[src/rtl/spi_minion_pushpull.sv]
// SPI mode-0 minion: oversampled SPI pins, each received frame is pushed out on a val/rdy
// send port, and a single-entry transmit buffer fed by a val/rdy recv port supplies MISO.
module spi_minion_pushpull #(
  parameter int unsigned nbits = 8
) (
  input  logic             clk,
  input  logic             reset,
  input  logic             cs,
  input  logic             sclk,
  input  logic             mosi,
  output logic             miso,
  input  logic [nbits-1:0] recv_msg,
  input  logic             recv_val,
  output logic             recv_rdy,
  output logic [nbits-1:0] send_msg,
  output logic             send_val,
  input  logic             send_rdy,
  output logic             overflow,
  output logic             frame_err
);

  localparam int unsigned cnt_w = $clog2(nbits + 2);
  localparam logic [cnt_w-1:0] cnt_full = cnt_w'(nbits);
  localparam logic [cnt_w-1:0] cnt_sat  = cnt_w'(nbits + 1);

  typedef enum logic [1:0] {StIdle, StShift, StCommit} state_t;

  logic [2:0] cs_sync, sclk_sync, mosi_sync;
  logic       cs_fall, cs_rise, sclk_rise, sclk_fall;
  logic [1:0] settle;
  logic       armed;

  // Bits [1:0] are the synchronizer, bit [2] is the edge-detect history.
  always_ff @(posedge clk or negedge reset) begin
    if (!reset) begin
      cs_sync   <= 3'b111;
      sclk_sync <= 3'b000;
      mosi_sync <= 3'b000;
      cs_fall   <= 1'b0;
      cs_rise   <= 1'b0;
      sclk_rise <= 1'b0;
      sclk_fall <= 1'b0;
      settle    <= 2'd0;
      armed     <= 1'b0;
    end else begin
      cs_sync   <= {cs_sync[1:0], cs};
      sclk_sync <= {sclk_sync[1:0], sclk};
      mosi_sync <= {mosi_sync[1:0], mosi};
      cs_fall   <= cs_sync[2] & ~cs_sync[1];
      cs_rise   <= ~cs_sync[2] & cs_sync[1];
      sclk_rise <= ~sclk_sync[2] & sclk_sync[1];
      sclk_fall <= sclk_sync[2] & ~sclk_sync[1];
      // Only arm once a genuinely high cs has been seen after the reset values have
      // flushed, so a frame already in progress at reset release is ignored.
      if (settle != 2'd3) begin
        settle <= settle + 2'd1;
      end else if (cs_sync[1]) begin
        armed <= 1'b1;
      end
    end
  end

  state_t           state;
  logic             tx_valid;
  logic [nbits-1:0] tx_data;
  logic [nbits-1:0] shreg;
  logic [cnt_w-1:0] count;
  logic             accept;
  logic             load_ok;

  assign recv_rdy = ~tx_valid;
  assign accept   = recv_val & ~tx_valid;
  assign load_ok  = ~send_val | send_rdy;

  always_ff @(posedge clk or negedge reset) begin
    if (!reset) begin
      state     <= StIdle;
      tx_valid  <= 1'b0;
      tx_data   <= '0;
      shreg     <= '0;
      count     <= '0;
      miso      <= 1'b0;
      send_msg  <= '0;
      send_val  <= 1'b0;
      overflow  <= 1'b0;
      frame_err <= 1'b0;
    end else begin
      overflow  <= 1'b0;
      frame_err <= 1'b0;
      if (send_val && send_rdy) begin
        send_val <= 1'b0;
      end
      if (accept) begin
        tx_valid <= 1'b1;
        tx_data  <= recv_msg;
      end
      unique case (state)
        StIdle: begin
          if (cs_fall && armed) begin
            shreg    <= tx_valid ? tx_data : '0;
            miso     <= tx_valid & tx_data[nbits-1];
            // A word accepted in this same cycle waits for the next frame.
            tx_valid <= accept;
            count    <= '0;
            state    <= StShift;
          end
        end
        StShift: begin
          if (sclk_rise) begin
            shreg <= {shreg[nbits-2:0], mosi_sync[2]};
            if (count != cnt_sat) begin
              count <= count + cnt_w'(1);
            end
          end
          if (sclk_fall) begin
            miso <= shreg[nbits-1];
          end
          if (cs_rise) begin
            state <= StCommit;
          end
        end
        StCommit: begin
          state <= StIdle;
          if (count == cnt_full) begin
            if (load_ok) begin
              send_msg <= shreg;
              send_val <= 1'b1;
            end else begin
              overflow <= 1'b1;
            end
          end else begin
            frame_err <= 1'b1;
          end
        end
        default: state <= StIdle;
      endcase
    end
  end

endmodule

[config.mk]
export PLATFORM = sky130hd
export DESIGN_NAME = spi_minion_pushpull
export DESIGN_NICKNAME = d
export VERILOG_FILES = /design/src/rtl/spi_minion_pushpull.sv
export SDC_FILE = /design/constraint.sdc
export NUM_CORES = 1
export LEC_CHECK = 0
export CELL_PAD_IN_SITES_DETAIL_PLACEMENT = 0
export CELL_PAD_IN_SITES_GLOBAL_PLACEMENT = 1
export CORE_UTILIZATION = 25
export DETAILED_ROUTE_END_ITERATION = 8
export GPL_TIMING_DRIVEN = 0
export PLACE_DENSITY_LB_ADDON = 0.1
export SYNTH_ARGS = -nofsm -noshare
export SYNTH_HDL_FRONTEND = slang
export SYNTH_SLANG_ARGS = --single-unit
[constraint.sdc]
create_clock -name clk -period 3.15 [get_ports clk]
set_clock_uncertainty 0.1 [all_clocks]
set_input_delay 0.63 -clock clk [delete_from_list [all_inputs] [get_ports clk]]
set_output_delay 0.63 -clock clk [all_outputs]
set_load 0.01 [all_outputs]
==> out/qor.yml, run 1 <==
status: "finished clean"
synth_ff_type: "dfrtp_1"
clkLatencyLatePin_ns: 0.30
period_share_pct: 72.4
wl_per_cell_um: 14.1
drive_gt1_share_pct: 22.8
yosysTopAreaCell: "dfrtp_1"
synth_top_area_share_pct: 56.8
initial_utilization_pct: 25.7
postCtsHoldBufs: 0
seq_area_frac_synth_pct: 60.5
row_count: 33
hp-class: "primary input to async pin"
worstReg2RegEnd: "send_msg[7]"
pre_cts_ws_ns: 1.01
synth-async-reset-ratio_pct: 100
setup_viol: 0
r2r-start: "count[0]"
synth.most_common_cell: "dfrtp_1"
final_net_count: 211
antenna_cells: 0
crit_fanout: 10
crit_slowest_cell: "clkdlybuf4s50_1"
cts_buffer_depth: 2
fp.dieW_um: 94.0
synth-seq-cells: 51
crit_chain: "clkbuf_1, inv_1, clkdlybuf4s50_1"
synth_area_leaders: "dfrtp_1, mux2_2, mux2_4"
fp.coreArea_sq_um: 8220
via_count: 1287
routabilityCongestion: 0.730
numClockSinks: 51
fin_ws_ns: 0.870
drcViolationCount: 0
cts_made_buffers: 5
io_buffers: 27
dr.pass1.iters: 4
finalHoldViolations: 0
ant_nets: 0
io_pins: 28
tightest_slew_ns: 0.613
cap_violations: 0
track_usage_pct: 10.7
crit_path_end_kind: "output port"
power.share.clock_pct: 22.8
dp.final_hpwl_um: 3020
cts_setup_buffers: 0
area_growth_syn_to_layout_pct: 24.2
path_class: "flop to output port"
slew_viol_final: 0
p_switching_uw: 518
powerDensity_nw_per_um2: 655
cts_tree: "built"
comb_power_share_pct: 25.1
drt-vias-per-instance: 4.32
fmax_ghz: 0.439
cts_resized: 0
grt_max_degree: 27
synth_cells: 157
power.total_uw: 1720
critPathRequiredTime_ns: 2.42
yosysUniqueCellTypes: 37
switching_share_pct: 30.1
die-area_sq_um: 8840
grt_pass1_vias: 1443
rsz0062_at_grt: "no"
drt_iter0_drc: 28
antenna_found_initial: 0
critPathMaxStageDelay_ns: 0.48
grt_overflow_total: 0
ir_drop_v: 0.000177
crit_arrival_ns: 1.55
synth_nets: 176
p_int_uw: 1200
clk_pin_slew_ns: 0.09
slew_headroom_pct: 59.1
cts_root_buf: "clkbuf_8"
tns_ns: 0
ff2ff_path_depth: 6
synth_commonest_cells: "dfrtp_1, mux2_2, o21ai_0, nand2_1, nand3b_1"
p_leak_uw: 0.00113
seqPwrFrac_pct: 52.1
min_period_ns: 2.28
synth_edf_count: 0
rrSetupSlack_ns: 1.37
wirelength_um: 4200
avgSynthCellArea_sq_um: 13.5
synth_area_sq_um: 2120
htree_levels: 2
critPathLaunchType: "flop"
yosysWarnings: 0
fp.dieH_um: 94.0
grt_pass1_wl_um: 7080
placed cells by master, fill, tap and decap left out, types with 2 or more instances in the layout:
| master | Yosys | layout |
|---|---|---|
| clkdlybuf4s50_1 | 0 | 26 |
| inv_1 | 6 | 6 |
| clkbuf_1 | 3 | 4 |
| dfstp_2 | 3 | 3 |
| dfrtp_1 | 48 | 48 |
| buf_2 | 2 | 3 |
| clkbuf_8 | 0 | 6 |
| nand2_1 | 11 | 11 |
| nand3_1 | 2 | 2 |
| mux2_2 | 17 | 17 |
| mux2_4 | 8 | 8 |
| nand3b_1 | 11 | 11 |
| ha_1 | 4 | 4 |
| a21o_1 | 2 | 2 |
| nor2b_1 | 5 | 5 |
| o21ai_0 | 12 | 12 |
per-layer routing:
metal,global-route usage (%),wire (um),part of all wire (%),vias up
met5,0,0,0,-
li1,-,-,-,616
met2,18.7,2160,52,24
met4,5.38,135,3.2,0
met3,2.91,159,3.8,10
met1,12.0,1740,41,637
worst max-delay path: cells and delay by family (launching register included):
kind	cells	cell delay (ns)
buffers and inverters	3	0.90
DFF	1	0.35
power groups by stage:
stage | Sequential, uW | Combinational, uW | Clock, uW
4_1_cts | 901 | 446 | 417
3_5_place_dp | 913 | 443 | 0
3_3_place_gp | 908 | 432 | 0
2_1_floorplan | 883 | 293 | 0
5_1_grt | 922 | 490 | 438
6_report | 896 | 432 | 392
layout make-up:
cell class / count / area (sq um)
fillers: 841 / 5590
clock inverters: 1 / 8.76
plain buffers: 6 / 32.5
clock buffers: 7 / 86.3
flip-flops and latches: 51 / 1280
inverters: 6 / 22.5
repair buffers: 28 / 285
multi-input cells: 94 / 781
well taps: 105 / 131
how the worst max path moves through the flow:
stage / cells after the start / from / endpoint / slack [ns]
after floorplan: 6 / count[0] / send_msg[0] / 1.50
after global placement: 1 / reset / settle[1] / -0.19
after detailed placement: 5 / send_rdy / send_msg[7] / 1.01
after CTS: 3 / tx_valid / recv_rdy / 0.83
after global routing: 3 / tx_valid / recv_rdy / 0.74
final: 3 / tx_valid / recv_rdy / 0.87
state kept, by name, summed over array words and instances (netlist names), 2 cells and up:
signal     cells
count          4
cs_sync        3
mosi_sync      3
sclk_sync      3
send_msg       8
settle         2
shreg          8
state          2
tx_data        8
stage by stage:
| step | util, % | instance area (sq um) | hold slack, ns | std cells |
|---|---|---|---|---|
| 3_5_place_dp | 30.8 | 2530 | 0.239 | 290 |
| 3_3_place_gp | 30.6 | 2520 | 0.236 | 289 |
| 6_report | 32.0 | 2630 | 0.227 | 298 |
| 2_1_floorplan | - | 2120 | 0.231 | 157 |
| 4_1_cts | 32.0 | 2630 | 0.256 | 298 |
| 5_1_grt | 32.0 | 2630 | 0.263 | 298 |
cell families after synthesis:
group                      after synthesis  synth area share (%)
buffers and inverters                   12                  2.60
DFF                                     51                  60.5
AOI/OAI and AO/OA                       20                  5.80
muxes                                   26                  15.2
adders and majority gates                4                  2.37
xor gates and xnor gates                 1                 0.414
and+or+nand+nor                         43                  13.1
(Power assumes the default switching activity.)
==> run 2, diff against run 1 <==
==> constraint.sdc (replaced) <==
create_clock -name clk -period 2.05 [get_ports clk]
set_clock_uncertainty 0.1 [all_clocks]
set_input_delay 0.41 -clock clk [delete_from_list [all_inputs] [get_ports clk]]
set_output_delay 0.41 -clock clk [all_outputs]
set_load 0.01 [all_outputs]
==> out/qor.yml, run 2 (synthesis results as in run 1) <==
comb_power_share_pct: 23.9  # -1.2 points
dp_cells: 290  # unchanged
crit_fanout: 11  # +1
cap_violations: 0  # unchanged
cts_tree: "built"
finalHoldViolations: 0  # unchanged
track_usage_pct: 10.7  # unchanged
ir_drop_v: 0.000272  # +54%
cp_top_family: "buffers and inverters"
numClockSinks: 51  # unchanged
routabilityCongestion: 0.730  # unchanged
path_class: "flop to output port"
placed_cell_area_sq_um: 2530  # unchanged
p_leak_uw: 0.00112  # -0.10%
htree_levels: 2  # unchanged
stdcell_area_sq_um: 2620  # -0.14%
instances_no_fill: 297  # -0.34%
final_cell_mix: "dfrtp_1, clkdlybuf4s50_1, mux2_2, o21ai_0"
clk_pin_slew_ns: 0.09  # about the same
initial_utilization_pct: 25.7  # unchanged
dr.pass1.iters: 4  # unchanged
antenna_found_initial: 0  # unchanged
rsz0062_at_grt: "no"
io_buffers: 27  # unchanged
drcViolationCount: 0  # unchanged
p_int_uw: 1840  # +53%
die-area_sq_um: 8840  # unchanged
clkLatencyLatePin_ns: 0.30  # about the same
crit_path_end_kind: "output port"
critPathRequiredTime_ns: 1.54  # -0.88 ns
fin_hold_ws_ns: 0.00702  # -0.220 ns
fp.dieW_um: 94.0  # unchanged
grt_overflow_total: 0  # unchanged
top_regs: "send_msg (8), shreg (8), tx_data (8)"
drt-vias-per-instance: 4.31  # -0.13%
area_growth_syn_to_layout_pct: 24.0
ff2ff_path_depth: 6  # unchanged
p_switching_uw: 797  # +54%
crit_arrival_ns: 1.43  # -0.12 ns
tightest_slew_ns: 0.616  # +0.00237 ns
min_period_ns: 1.94
fp.dieH_um: 94.0  # unchanged
fmax_ghz: 0.514
post-route-util_pct: 31.9  # -0.046 points
cts_root_buf: "clkbuf_8"
antenna_cells: 0  # unchanged
power.total_uw: 2640  # +53%
grt_max_degree: 27  # unchanged
cp.depth: 2  # -1
dp.final_hpwl_um: 3020  # unchanged
via_count: 1281  # -0.47%
row_count: 33  # unchanged
final_net_count: 210  # -0.47%
slew_headroom_pct: 59.0  # -0.16 points
status: "finished clean"
powerDensity_nw_per_um2: 1010  # +54%
cts_resized: 0  # unchanged
hp-class: "primary input to async pin"
ant_nets: 0  # unchanged
fp.coreArea_sq_um: 8220  # unchanged
setup_viol: 0  # unchanged
power.share.clock_pct: 22.9  # about the same
cts_buffer_depth: 2  # unchanged
grt_pass1_wl_um: 7080  # unchanged
grt_pass1_vias: 1441  # -0.14%
critPathLaunchType: "flop"
crit_chain: "inv_1, clkdlybuf4s50_1"
crit_slowest_cell: "clkdlybuf4s50_1"
critPathMaxStageDelay_ns: 0.53  # +0.05 ns
slew_viol_final: 0  # unchanged
seqPwrFrac_pct: 53.1  # +1.0 points
io_pins: 28  # unchanged
path_buf_inv: 2  # -1
switching_share_pct: 30.2  # +0.080 points
wl_per_cell_um: 14.2  # +0.58%
drt_iter0_drc: 22  # -21%
drive_gt1_share_pct: 22.9  # +0.12 points
cts_made_buffers: 5  # unchanged
layout_commonest_cell: "dfrtp_1"
period_share_pct: 94.8
wirelength_um: 4210  # +0.24%
-- run 2: changes by cell type in the layout (fill, tap and decap cells not counted), sizes merged --
cell	change
clkbuf	-1
-- run 2: routing by layer --
metal	wire length [um]	global-route usage, %	vias to the layer above	part of all wire, %
li1	-	-	614	-
met1	1750	12.0	630	42
met2	2150	18.6	27	51
met3	169	2.91	10	4.0
met4	138	5.38	0	3.3
met5	0	0	-	0
-- run 2: worst paths after layout --
path | from | to | slack (ns)
max | tx_valid | recv_rdy | 0.11
min | reset | tx_data[3] | 0.007
max reg2reg | count[0] | send_msg[7] | 0.27
min reg2reg | mosi_sync[1] | mosi_sync[2] | 0.26
max in group asynchronous | reset | cs_sync[1] | 1.20
min in group clk | mosi_sync[1] | mosi_sync[2] | 0.26
-- run 2: metrics by stage --
step | TNS, ns | setup WS, ns
after floorplan | 0 | 0.404
after global placement | -52.98 | -1.07
after detailed placement | 0 | 0.129
after CTS | 0 | 0.0797
after global routing | 0 | 0.0197
final | 0 | 0.106
-- run 2: layout make-up --
type	count	area, sq um
multi-input cells	94	781
well taps	105	131
clock buffers	7	86.3
repair buffers	28	285
flip-flops and latches	51	1280
clock inverters	1	8.76
plain buffers	5	28.8
fillers	841	5590
inverters	6	22.5
-- run 2: repair_timing --
action / CTS / global route
buffers inserted: 0 / 0
hold buffers: 0 / 0
endpoints found under the setup margin: 1 / 0
-- run 2: power by group through the flow --
| stage | combinational (uW) | sequential [uW] | clock [uW] |
|---|---|---|---|
| floorplan | 450 | 1360 | 0 |
| global route | 716 | 1450 | 673 |
| global placement | 664 | 1390 | 0 |
| detailed placement | 681 | 1400 | 0 |
| finish | 632 | 1400 | 605 |
| CTS | 653 | 1410 | 640 |
==> run 3, diff against run 2 <==
--- a/config.mk
+++ b/config.mk
@@ -9,8 +9,8 @@
 export CELL_PAD_IN_SITES_GLOBAL_PLACEMENT = 1
 export CORE_UTILIZATION = 25
 export DETAILED_ROUTE_END_ITERATION = 8
-export GPL_TIMING_DRIVEN = 0
 export PLACE_DENSITY_LB_ADDON = 0.1
+export SLEW_MARGIN = 25
 export SYNTH_ARGS = -nofsm -noshare
 export SYNTH_HDL_FRONTEND = slang
 export SYNTH_SLANG_ARGS = --single-unit
==> out/qor.yml, run 3 (synthesis results as in run 1) <==
clkLatencyLatePin_ns: 0.30  # about the same
multi_input_area_sq_um: 781  # unchanged
path_class: "flop to output port"
min_path_cells: 0
fp.dieW_um: 94.0  # unchanged
slew_viol_final: 0  # unchanged
period_share_pct: 86.8  # -8.0 points
die-area_sq_um: 8840  # unchanged
critPathLaunchType: "flop"
cts_root_buf: "clkbuf_8"
drcViolationCount: 0  # unchanged
rrSetupSlack_ns: 0.29  # +0.02 ns
stdcell_area_sq_um: 2690  # +2.5%
power.total_uw: 2800  # +6.2%
fp.dieH_um: 94.0  # unchanged
tns_ns: 0  # unchanged
fp.coreArea_sq_um: 8220  # unchanged
power.share.clock_pct: 26.5  # +3.6 points
dp.final_hpwl_um: 2920  # -3.2%
grt_pass1_vias: 1400  # -2.8%
antenna_found_initial: 0  # unchanged
p_leak_uw: 0.00116  # +2.9%
ff2ff_path_depth: 6  # unchanged
critPathRequiredTime_ns: 1.54  # about the same
ir_drop_v: 0.000346  # +27%
via_count: 1291  # +0.78%
status: "finished clean"
powerDensity_nw_per_um2: 1040  # +3.6%
antenna_cells: 0  # unchanged
setup_viol: 0  # unchanged
wirelength_um: 4150  # -1.3%
fin_ws_ns: 0.270  # +0.164 ns
crit_arrival_ns: 1.27  # -0.16 ns
numClockSinks: 51  # unchanged
crit_path_end_kind: "output port"
crit_fanout: 2  # -9
crit_chain: "inv_1, clkdlybuf4s50_1"
p_switching_uw: 810  # +1.6%
htree_levels: 2  # unchanged
regArea_sq_um: 1280  # unchanged
fmax_ghz: 0.562  # +9.2%
layout_commonest_cell: "dfrtp_1"
dr.pass1.iters: 4  # unchanged
ant_nets: 0  # unchanged
io_buffers: 27  # unchanged
drive_gt1_share_pct: 24.7  # +1.8 points
cts_buffer_depth: 2  # unchanged
p_int_uw: 1990  # +8.1%
grt_overflow_total: 0  # unchanged
pre_cts_ws_ns: 0.113  # -0.0167 ns
drt_iter0_drc: 70  # +220%
placed_cell_area_sq_um: 2560  # +0.99%
min_period_ns: 1.78  # -0.164 ns
critPathMaxStageDelay_ns: 0.52  # about the same
track_usage_pct: 10.5  # -0.23 points
area_growth_syn_to_layout_pct: 27.1
final_cell_mix: "dfrtp_1, clkdlybuf4s50_1, mux2_2, o21ai_0"
grt_pass1_wl_um: 6930  # -2.0%
drt-vias-per-instance: 4.32  # +0.11%
cts_resized: 0  # unchanged
switching_share_pct: 28.9  # -1.3 points
finalHoldViolations: 0  # unchanged
final_net_count: 212  # +0.95%
rsz0062_at_grt: "no"
path_buf_inv: 2  # unchanged
wl_per_cell_um: 13.9  # -2.0%
seqPwrFrac_pct: 49.0  # -4.1 points
cts_made_buffers: 5  # unchanged
row_count: 33  # unchanged
cap_violations: 0  # unchanged
routabilityCongestion: 0.735  # +0.58%
cp_top_family: "buffers and inverters"
comb_power_share_pct: 24.6  # +0.7 points
cp.depth: 2  # unchanged
tightest_slew_ns: 0.456  # -0.160 ns
cts_setup_buffers: 0  # unchanged
grt_max_degree: 52  # +93%
post-route-util_pct: 32.7  # +0.79 points
cts_tree: "built"
fill_cells: 816  # -3.0%
top_regs: "send_msg (8), shreg (8), tx_data (8)"
io_pins: 28  # unchanged
slew_headroom_pct: 69.6  # +11 points
clk_pin_slew_ns: 0.10  # about the same
initial_utilization_pct: 25.7  # unchanged
crit_slowest_cell: "clkdlybuf4s50_1"
hp-class: "flop to flop"
## run 3: power groups by stage
| stage | clock network, uW | logic [uW] | registers, uW |
|---|---|---|---|
| floorplan | 0 | 450 | 1360 |
| global placement | 0 | 690 | 1390 |
| detailed placement | 0 | 704 | 1400 |
| CTS | 777 | 709 | 1370 |
| global route | 812 | 767 | 1410 |
| finish | 742 | 688 | 1370 |
## run 3: what timing repair did
item                                    CTS  global route
endpoints found under the setup margin    0             0
hold buffers                              1             0
hold endpoints to repair                 30             0
## run 3: final timing paths
kind	start	endpoint
min in group asynchronous	reset	tx_data[4]
setup / recovery	tx_valid	recv_rdy
max in group asynchronous	reset	cs_sync[2]
hold reg to reg	mosi_sync[0]	mosi_sync[1]
hold / removal	mosi_sync[0]	mosi_sync[1]
setup reg to reg	count[0]	send_msg[1]
## run 3: per-stage QoR
stage,hold WS [ns],instances
after floorplan,0.0144,157
after global placement,0.233,290
after detailed placement,0.235,290
after CTS,0.259,299
after global routing,0.262,299
final,0.249,299
## run 3: area by class of cell
| cell class | instances | area share, % |
|---|---|---|
| flip-flops and latches | 51 | 47.6 |
| well taps | 105 | 4.89 |
| clock inverters | 2 | 1.44 |
| repair buffers | 35 | 13.1 |
| multi-input cells | 94 | 29.0 |
| clock buffers | 6 | 3.07 |
| inverters | 6 | 0.838 |
## run 3: metal layers
metal | up-vias | GRT usage, % | wire length, um
met5 | - | 0 | 0
met4 | 0 | 4.49 | 74
met3 | 6 | 3.16 | 185
met2 | 23 | 17.3 | 2050
met1 | 650 | 12.7 | 1850
li1 | 612 | - | -
## run 3: worst reg2reg max path, delay by kind of cell, from the launching register on
kind,cells,cell delay (ns)
AND/OR/NAND/NOR,2,0.46
flip-flops,1,0.44
multiplexers,1,0.30
buffers and inverters,2,0.23
adder cells (fa/ha/maj),1,0.14
